--- config.mk ---
export PLATFORM = sky130hd
export DESIGN_NAME = sram_bridge
export DESIGN_NICKNAME = d
export VERILOG_FILES = /design/src/rtl/sram_bridge.sv
export SDC_FILE = /design/constraint.sdc
export NUM_CORES = 1
export LEC_CHECK = 0
export CAP_MARGIN = 30
export CELL_PAD_IN_SITES_DETAIL_PLACEMENT = 0
export CELL_PAD_IN_SITES_GLOBAL_PLACEMENT = 1
export CORE_MARGIN = 2
export CORE_UTILIZATION = 33
export DETAILED_ROUTE_END_ITERATION = 6
export MAX_ROUTING_LAYER = met4
export PLACE_DENSITY = 0.83
export SYNTH_ARGS = -nofsm -noshare
export SYNTH_HDL_FRONTEND = slang
export SYNTH_SLANG_ARGS = --single-unit
--- constraint.sdc ---
create_clock -name wb_clk_i -period 8.9 [get_ports wb_clk_i]
set_clock_uncertainty 0.2 [all_clocks]
set_input_delay 0.89 -clock wb_clk_i [delete_from_list [all_inputs] [get_ports wb_clk_i]]
set_output_delay 0.89 -clock wb_clk_i [all_outputs]
set_load 0.005 [all_outputs]
--- src/rtl/sram_bridge.sv ---
// sram_bridge: shares one OpenRAM 1rw1r macro between a Wishbone slave,
// a core RW requester (port 0) and NCH round-robin core read channels (port 1).
// Every macro-facing and requester-facing output comes straight from a flop.
module sram_bridge #(
    parameter int unsigned DW      = 32,
    parameter int unsigned AW      = 9,
    parameter int unsigned NCH     = 2,
    parameter logic [31:0] WB_BASE = 32'h3000_0000
) (
    input  logic                wb_clk_i,
    input  logic                wb_rst_n,
    // Wishbone slave
    input  logic                wbs_cyc_i,
    input  logic                wbs_stb_i,
    input  logic                wbs_we_i,
    input  logic [DW/8-1:0]     wbs_sel_i,
    input  logic [31:0]         wbs_adr_i,
    input  logic [DW-1:0]       wbs_dat_i,
    output logic                wbs_ack_o,
    output logic [DW-1:0]       wbs_dat_o,
    // core RW requester
    input  logic                c0_req,
    input  logic                c0_we,
    input  logic [DW/8-1:0]     c0_mask,
    input  logic [AW-1:0]       c0_addr,
    input  logic [DW-1:0]       c0_wdata,
    output logic                c0_gnt,
    output logic                c0_rvalid,
    output logic [DW-1:0]       c0_rdata,
    // core read channels
    input  logic [NCH-1:0]      ch_req,
    input  logic [NCH*AW-1:0]   ch_addr,
    output logic [NCH-1:0]      ch_gnt,
    output logic [NCH-1:0]      ch_rvalid,
    output logic [DW-1:0]       ch_rdata,
    // macro port 0 (RW)
    output logic                ram_csb0,
    output logic                ram_web0,
    output logic [DW/8-1:0]     ram_wmask0,
    output logic [AW-1:0]       ram_addr0,
    output logic [DW-1:0]       ram_din0,
    input  logic [DW-1:0]       ram_dout0,
    // macro port 1 (R)
    output logic                ram_csb1,
    output logic [AW-1:0]       ram_addr1,
    input  logic [DW-1:0]       ram_dout1
);

    localparam int unsigned MW = DW / 8;
    localparam int unsigned CW = (NCH > 1) ? $clog2(NCH) : 1;

    typedef enum logic [1:0] {
        P0_IDLE  = 2'd0,
        P0_ISSUE = 2'd1,
        P0_WAIT  = 2'd2,
        P0_RESP  = 2'd3
    } p0_state_e;

    // ---------------------------------------------------------------- port 0
    p0_state_e         state_q, state_d;
    logic              src_wb_q, src_wb_d;      // 1: Wishbone owns the access
    logic              we_q, we_d;
    logic              prio_core_q, prio_core_d; // 1: core wins the next tie
    logic              csb0_q, csb0_d;
    logic              web0_q, web0_d;
    logic [MW-1:0]     wmask0_q, wmask0_d;
    logic [AW-1:0]     addr0_q, addr0_d;
    logic [DW-1:0]     din0_q, din0_d;
    logic              wb_ack_q, wb_ack_d;
    logic [DW-1:0]     wb_dat_q, wb_dat_d;
    logic              c0_gnt_q, c0_gnt_d;
    logic              c0_rvalid_q, c0_rvalid_d;
    logic [DW-1:0]     c0_rdata_q, c0_rdata_d;

    logic              wb_hit_s;
    logic              pick_wb_s;
    logic              unused_adr_s;

    assign wb_hit_s     = wbs_cyc_i & wbs_stb_i & (wbs_adr_i[31:AW+2] == WB_BASE[31:AW+2]);
    assign unused_adr_s = ^wbs_adr_i[1:0];

    // Port-0 state and registered pins/responses.
    always_ff @(posedge wb_clk_i or negedge wb_rst_n) begin
        if (!wb_rst_n) begin
            state_q     <= P0_IDLE;
            src_wb_q    <= 1'b0;
            we_q        <= 1'b0;
            prio_core_q <= 1'b0;
            csb0_q      <= 1'b1;
            web0_q      <= 1'b1;
            wmask0_q    <= '0;
            addr0_q     <= '0;
            din0_q      <= '0;
            wb_ack_q    <= 1'b0;
            wb_dat_q    <= '0;
            c0_gnt_q    <= 1'b0;
            c0_rvalid_q <= 1'b0;
            c0_rdata_q  <= '0;
        end else begin
            state_q     <= state_d;
            src_wb_q    <= src_wb_d;
            we_q        <= we_d;
            prio_core_q <= prio_core_d;
            csb0_q      <= csb0_d;
            web0_q      <= web0_d;
            wmask0_q    <= wmask0_d;
            addr0_q     <= addr0_d;
            din0_q      <= din0_d;
            wb_ack_q    <= wb_ack_d;
            wb_dat_q    <= wb_dat_d;
            c0_gnt_q    <= c0_gnt_d;
            c0_rvalid_q <= c0_rvalid_d;
            c0_rdata_q  <= c0_rdata_d;
        end
    end

    // Port-0 arbitration, next state and next pin/response values.
    always_comb begin
        state_d     = state_q;
        src_wb_d    = src_wb_q;
        we_d        = we_q;
        prio_core_d = prio_core_q;
        csb0_d      = 1'b1;
        web0_d      = 1'b1;
        wmask0_d    = wmask0_q;
        addr0_d     = addr0_q;
        din0_d      = din0_q;
        wb_ack_d    = 1'b0;
        wb_dat_d    = wb_dat_q;
        c0_gnt_d    = 1'b0;
        c0_rvalid_d = 1'b0;
        c0_rdata_d  = c0_rdata_q;
        pick_wb_s   = 1'b0;
        case (state_q)
            P0_IDLE: begin
                if (wb_hit_s || c0_req) begin
                    // Wishbone wins unless the core also asks and holds priority.
                    pick_wb_s   = wb_hit_s & (~c0_req | ~prio_core_q);
                    state_d     = P0_ISSUE;
                    csb0_d      = 1'b0;
                    src_wb_d    = pick_wb_s;
                    prio_core_d = pick_wb_s;
                    if (pick_wb_s) begin
                        we_d     = wbs_we_i;
                        web0_d   = ~wbs_we_i;
                        wmask0_d = wbs_sel_i;
                        addr0_d  = wbs_adr_i[AW+1:2];
                        din0_d   = wbs_dat_i;
                    end else begin
                        we_d     = c0_we;
                        web0_d   = ~c0_we;
                        wmask0_d = c0_mask;
                        addr0_d  = c0_addr;
                        din0_d   = c0_wdata;
                        c0_gnt_d = 1'b1;
                    end
                end else begin
                    state_d = P0_IDLE;
                end
            end
            P0_ISSUE: begin
                if (we_q) begin
                    // Writes respond right after the macro capture edge.
                    state_d  = P0_RESP;
                    wb_ack_d = src_wb_q & wbs_cyc_i;
                end else begin
                    state_d = P0_WAIT;
                end
            end
            P0_WAIT: begin
                state_d = P0_RESP;
                if (src_wb_q) begin
                    wb_ack_d = wbs_cyc_i;
                    wb_dat_d = ram_dout0;
                end else begin
                    c0_rvalid_d = 1'b1;
                    c0_rdata_d  = ram_dout0;
                end
            end
            P0_RESP: begin
                state_d = P0_IDLE;
            end
            default: begin
                state_d = P0_IDLE;
            end
        endcase
    end

    // ---------------------------------------------------------------- port 1
    logic [CW-1:0]     rr_last_q, rr_last_d;
    logic [NCH-1:0]    ch_gnt_q, ch_gnt_d;
    logic [NCH-1:0]    tag_q;
    logic [NCH-1:0]    ch_rvalid_q;
    logic [DW-1:0]     ch_rdata_q, ch_rdata_d;
    logic              csb1_q, csb1_d;
    logic [AW-1:0]     addr1_q, addr1_d;

    logic [AW-1:0]     ch_addr_a [NCH];
    logic [CW-1:0]     rr_idx_s;
    logic [CW-1:0]     cand_s;
    logic              found_s;
    logic [AW-1:0]     cand_addr_s;
    logic              collide_s;
    logic              issue_s;

    // Unpack the flat channel address bus.
    always_comb begin
        for (int i = 0; i < int'(NCH); i++) begin
            ch_addr_a[i] = ch_addr[i*AW +: AW];
        end
    end

    // Round-robin search starting after the last granted channel; an issue is
    // held off while port 0 is about to write the same word.
    always_comb begin
        found_s  = 1'b0;
        cand_s   = rr_last_q;
        rr_idx_s = rr_last_q;
        for (int k = 0; k < int'(NCH); k++) begin
            if (rr_idx_s == CW'(NCH - 1)) begin
                rr_idx_s = '0;
            end else begin
                rr_idx_s = rr_idx_s + CW'(1);
            end
            if (!found_s && ch_req[rr_idx_s]) begin
                found_s = 1'b1;
                cand_s  = rr_idx_s;
            end else begin
                found_s = found_s;
            end
        end
        cand_addr_s = ch_addr_a[cand_s];
        collide_s   = ~csb0_d & ~web0_d & (addr0_d == cand_addr_s);
        issue_s     = found_s & ~collide_s;
        ch_gnt_d    = '0;
        if (issue_s) begin
            ch_gnt_d[cand_s] = 1'b1;
            rr_last_d        = cand_s;
            csb1_d           = 1'b0;
            addr1_d          = cand_addr_s;
        end else begin
            rr_last_d = rr_last_q;
            csb1_d    = 1'b1;
            addr1_d   = addr1_q;
        end
        if (|tag_q) begin
            ch_rdata_d = ram_dout1;
        end else begin
            ch_rdata_d = ch_rdata_q;
        end
    end

    // Port-1 pins plus the two-stage tag pipe that returns data to its channel.
    always_ff @(posedge wb_clk_i or negedge wb_rst_n) begin
        if (!wb_rst_n) begin
            rr_last_q   <= CW'(NCH - 1);
            ch_gnt_q    <= '0;
            tag_q       <= '0;
            ch_rvalid_q <= '0;
            ch_rdata_q  <= '0;
            csb1_q      <= 1'b1;
            addr1_q     <= '0;
        end else begin
            rr_last_q   <= rr_last_d;
            ch_gnt_q    <= ch_gnt_d;
            tag_q       <= ch_gnt_q;
            ch_rvalid_q <= tag_q;
            ch_rdata_q  <= ch_rdata_d;
            csb1_q      <= csb1_d;
            addr1_q     <= addr1_d;
        end
    end

    assign wbs_ack_o  = wb_ack_q;
    assign wbs_dat_o  = wb_dat_q;
    assign c0_gnt     = c0_gnt_q;
    assign c0_rvalid  = c0_rvalid_q;
    assign c0_rdata   = c0_rdata_q;
    assign ch_gnt     = ch_gnt_q;
    assign ch_rvalid  = ch_rvalid_q;
    assign ch_rdata   = ch_rdata_q;
    assign ram_csb0   = csb0_q;
    assign ram_web0   = web0_q;
    assign ram_wmask0 = wmask0_q;
    assign ram_addr0  = addr0_q;
    assign ram_din0   = din0_q;
    assign ram_csb1   = csb1_q;
    assign ram_addr1  = addr1_q;

endmodule

==> results.md <==
- Post-Syn Area: ~7100 um2
- H-tree depth: 4
- # setup viols final: 0
- Drt total wl: 21,300 um
- Status: finished, final reports clean
- Clock Power Share: 25.4%
- Antenna Nets Post-Route: 0
- Number of remaining DRC errors: 0
- Setup TNS: 0 ps
- Die area: approximately 23,000 um2
- Max Slew Vio Count: 0
- Mean number of vias per cell: around 4.7
- WHS: around 170 ps
- Die W: around 150 um
- First-pass GRT wire length: 31,400 um
- Dpl hpwl: roughly 16,000 um
- Synth-to-Final Area Change: 63.5%
- Post-CTS sizing: 0
- Largest net degree at the start of global routing: 96
- RSZ-0062 raised after global routing: no
- Detailed Route Iter0 Violations: 157
- PortBufs: 361
- First drt pass iteration count: 6
- F_max: 221 MHz
- Min Tclk post-route: 4520 ps
- Grt ovf: 0
- Root buffer cell: clkbuf_16
- Worst EP required: 9000 ps
- Register bit count reported by yosys: 167
- DIE HEIGHT: 151 um
- Synth area leaders: dfrtp_1 (57%), mux2_2 (16%), mux2i_1 (7.2%)
- EDFF count, synth: 0
- Final nets: 1,101
- Placed cells: around 1,100
- Mapped Avg Cell Area: 13.4 um2
- Sequential share of power: 37.5%
- Count leader, synth: dfrtp_1
- Layout cell share with drive strength beyond 1: 18.4%
- CTS clk-pin slew, worst paths: 60 ps
- Maximum net fanout on the critical path: 39
- Comb pwr share: 37.1%
- Net Switching: 882 uW
- Synth area leader: dfrtp_1
- Period utilization: about 51%
- Setup slack, reg-to-reg: 5310 ps
- Commonest cells post-synth: dfrtp_1 (163), mux2_2 (100), mux2i_1 (51), nand2_1 (47), o21ai_0 (41)
- Synth cell types: 56
- Core area: 21,100 um2
- Tightest Pin Transition: 916 ps
- Vias in the first global route: 5,659
- Synth top area share: 57.2%
- Main synth FF type: dfrtp_1
- Crit. End Element: flip-flop
- Ys async rst share: between 90% and 100%
- Num CTS Buffers: 17
- Startpoint Class: input pin
- Site Rows: 53
- Post-Syn Instances: 534
- Vias: 5,548
- Clock Sinks: 167
- Placement Cell Area: roughly 11,000 um2
- Pwr/cell area: approximately 250 nW/um2
- Register area share after synthesis: 58.6%
- I/O pins: 364
- YS warnings: 0
- CTS tree: built
- Peak VDD IR: 0.116 mV
- Worst Path Class, Setup: input pin to flip-flop
- Fin area: 11,700 um2
- Worst Hold Class: flip-flop to flip-flop
- Fill cells: 1,836
- CTS Hold Buffers Added: 0
- Relative slew slack: 38.9%
- Final cell count without fillers: 1,181
- Post-Syn Nets: around 740
- Max_cap viols: 0
- # Post-CTS Setup Buffers: 0
- Clk buf depth: 2
- Gpl congestion: between 0.7 and 0.8
- Final number of hold-violating endpoints: 0
- Clk_lat worst skew: between 400 and 500 ps
- Initial antenna violation count: 0
- Crit path DAT: 4630 ps
- WL/cell: 18.1 um
- N_diodes: 0
- Internal power: 2090 uW
- Initial Util: 33.8%
- GRT Overall Usage: 19.0%
- Net Sw Frac: 29.7%
- Leakage: 0.00474 uW
[flip-flops by register name, indices dropped and copies added, names as in the netlist]
register	flops
c0_gnt	1
c0_rdata	32
c0_rvalid	1
ch_gnt	2
ch_rdata	32
ch_rvalid	2
prio_core_q	1
ram_addr0	9
ram_addr1	9
ram_csb0	1
ram_csb1	1
ram_din0	32
ram_web0	1
ram_wmask0	4
rr_last_q	1
state_q	2
tag_q	2
wbs_ack_o	1
wbs_dat_o	32
we_q	1
[stage by stage]
stage                     total power, uW  utilization (%)  setup slack, ps
after floorplan                      1540                -             5410
after global placement               2210             52.1             3910
after detailed placement             2240             52.3             3890
after CTS                            3020             55.2             4340
after global routing                 3160             55.3             3980
final                                2970             55.3             4380
[power groups by stage]
stage / sequential, uW / combinational, uW / clock (uW)
floorplan: 1140 / 402 / 0
global placement: 1120 / 1090 / 0
detailed placement: 1120 / 1120 / 0
CTS: 1120 / 1120 / 780
global route: 1140 / 1200 / 816
finish: 1110 / 1100 / 756
[per-layer routing]
metal  wire (um)  GRT usage, %  vias to the layer above
li1            -             -                     2614
met1        8470          22.3                     2656
met2       10500          31.2                      256
met3        2060          6.84                       22
met4         317          5.23                        0
met5           0             -                        -
[worst max-delay path, cell delays in order]
cell and delay [ps]:
clkdlybuf4s50_1 420, nor4_2 340, nand4_2 410, nor2_8 810
mux2i_1 380, a21oi_4 110, xor2_1 210, nand4_2 210
o32ai_2 240, buf_4 260, mux2_2 350
[path summary, 6_finish.rpt]
| path | start | to | cells after the start |
|---|---|---|---|
| max in group asynchronous | wb_rst_n | ram_din0[4] | 3 |
| setup / recovery | wbs_adr_i[14] | ram_addr1[8] | 11 |
| hold reg to reg | ch_gnt[1] | tag_q[1] | 0 |
| setup reg to reg | prio_core_q | ram_addr1[8] | 10 |
| hold / removal | ch_gnt[1] | tag_q[1] | 0 |
| min in group asynchronous | wb_rst_n | ram_din0[24] | 2 |
[cell type report]
| class | instances | area, um2 | share of cell area [%] |
|---|---|---|---|
| flip-flops and latches | 167 | 4180 | 35.9 |
| repair buffers | 369 | 3730 | 32.0 |
| multi-input cells | 327 | 2770 | 23.7 |
| clock buffers | 17 | 425 | 3.65 |
| well taps | 275 | 344 | 2.95 |
| clock inverters | 15 | 178 | 1.52 |
| inverters | 11 | 41.3 | 0.354 |
[cell usage in the layout (no fill, tap or decap), drive strengths merged, types with 6 or more instances in the layout]
master         count
nand3              9
o21ai             45
buf                9
nor3               6
clkbuf            17
mux2             102
mux2i             51
clkdlybuf4s50    360
inv               19
nor2              12
dfrtp            163
nand2             47
a31oi              7
[logic make-up after synthesis]
family / share of synthesized area (%)
AO/OA/AOI/OAI: 6.56
multiplexers: 23.4
buffers and inverters: 2.74
XOR/XNOR: 0.737
adder cells (fa/ha/maj): 0.702
flip-flops: 58.6
AND/OR/NAND/NOR: 7.26
No activity file was read; power rests on OpenSTA's default activity.
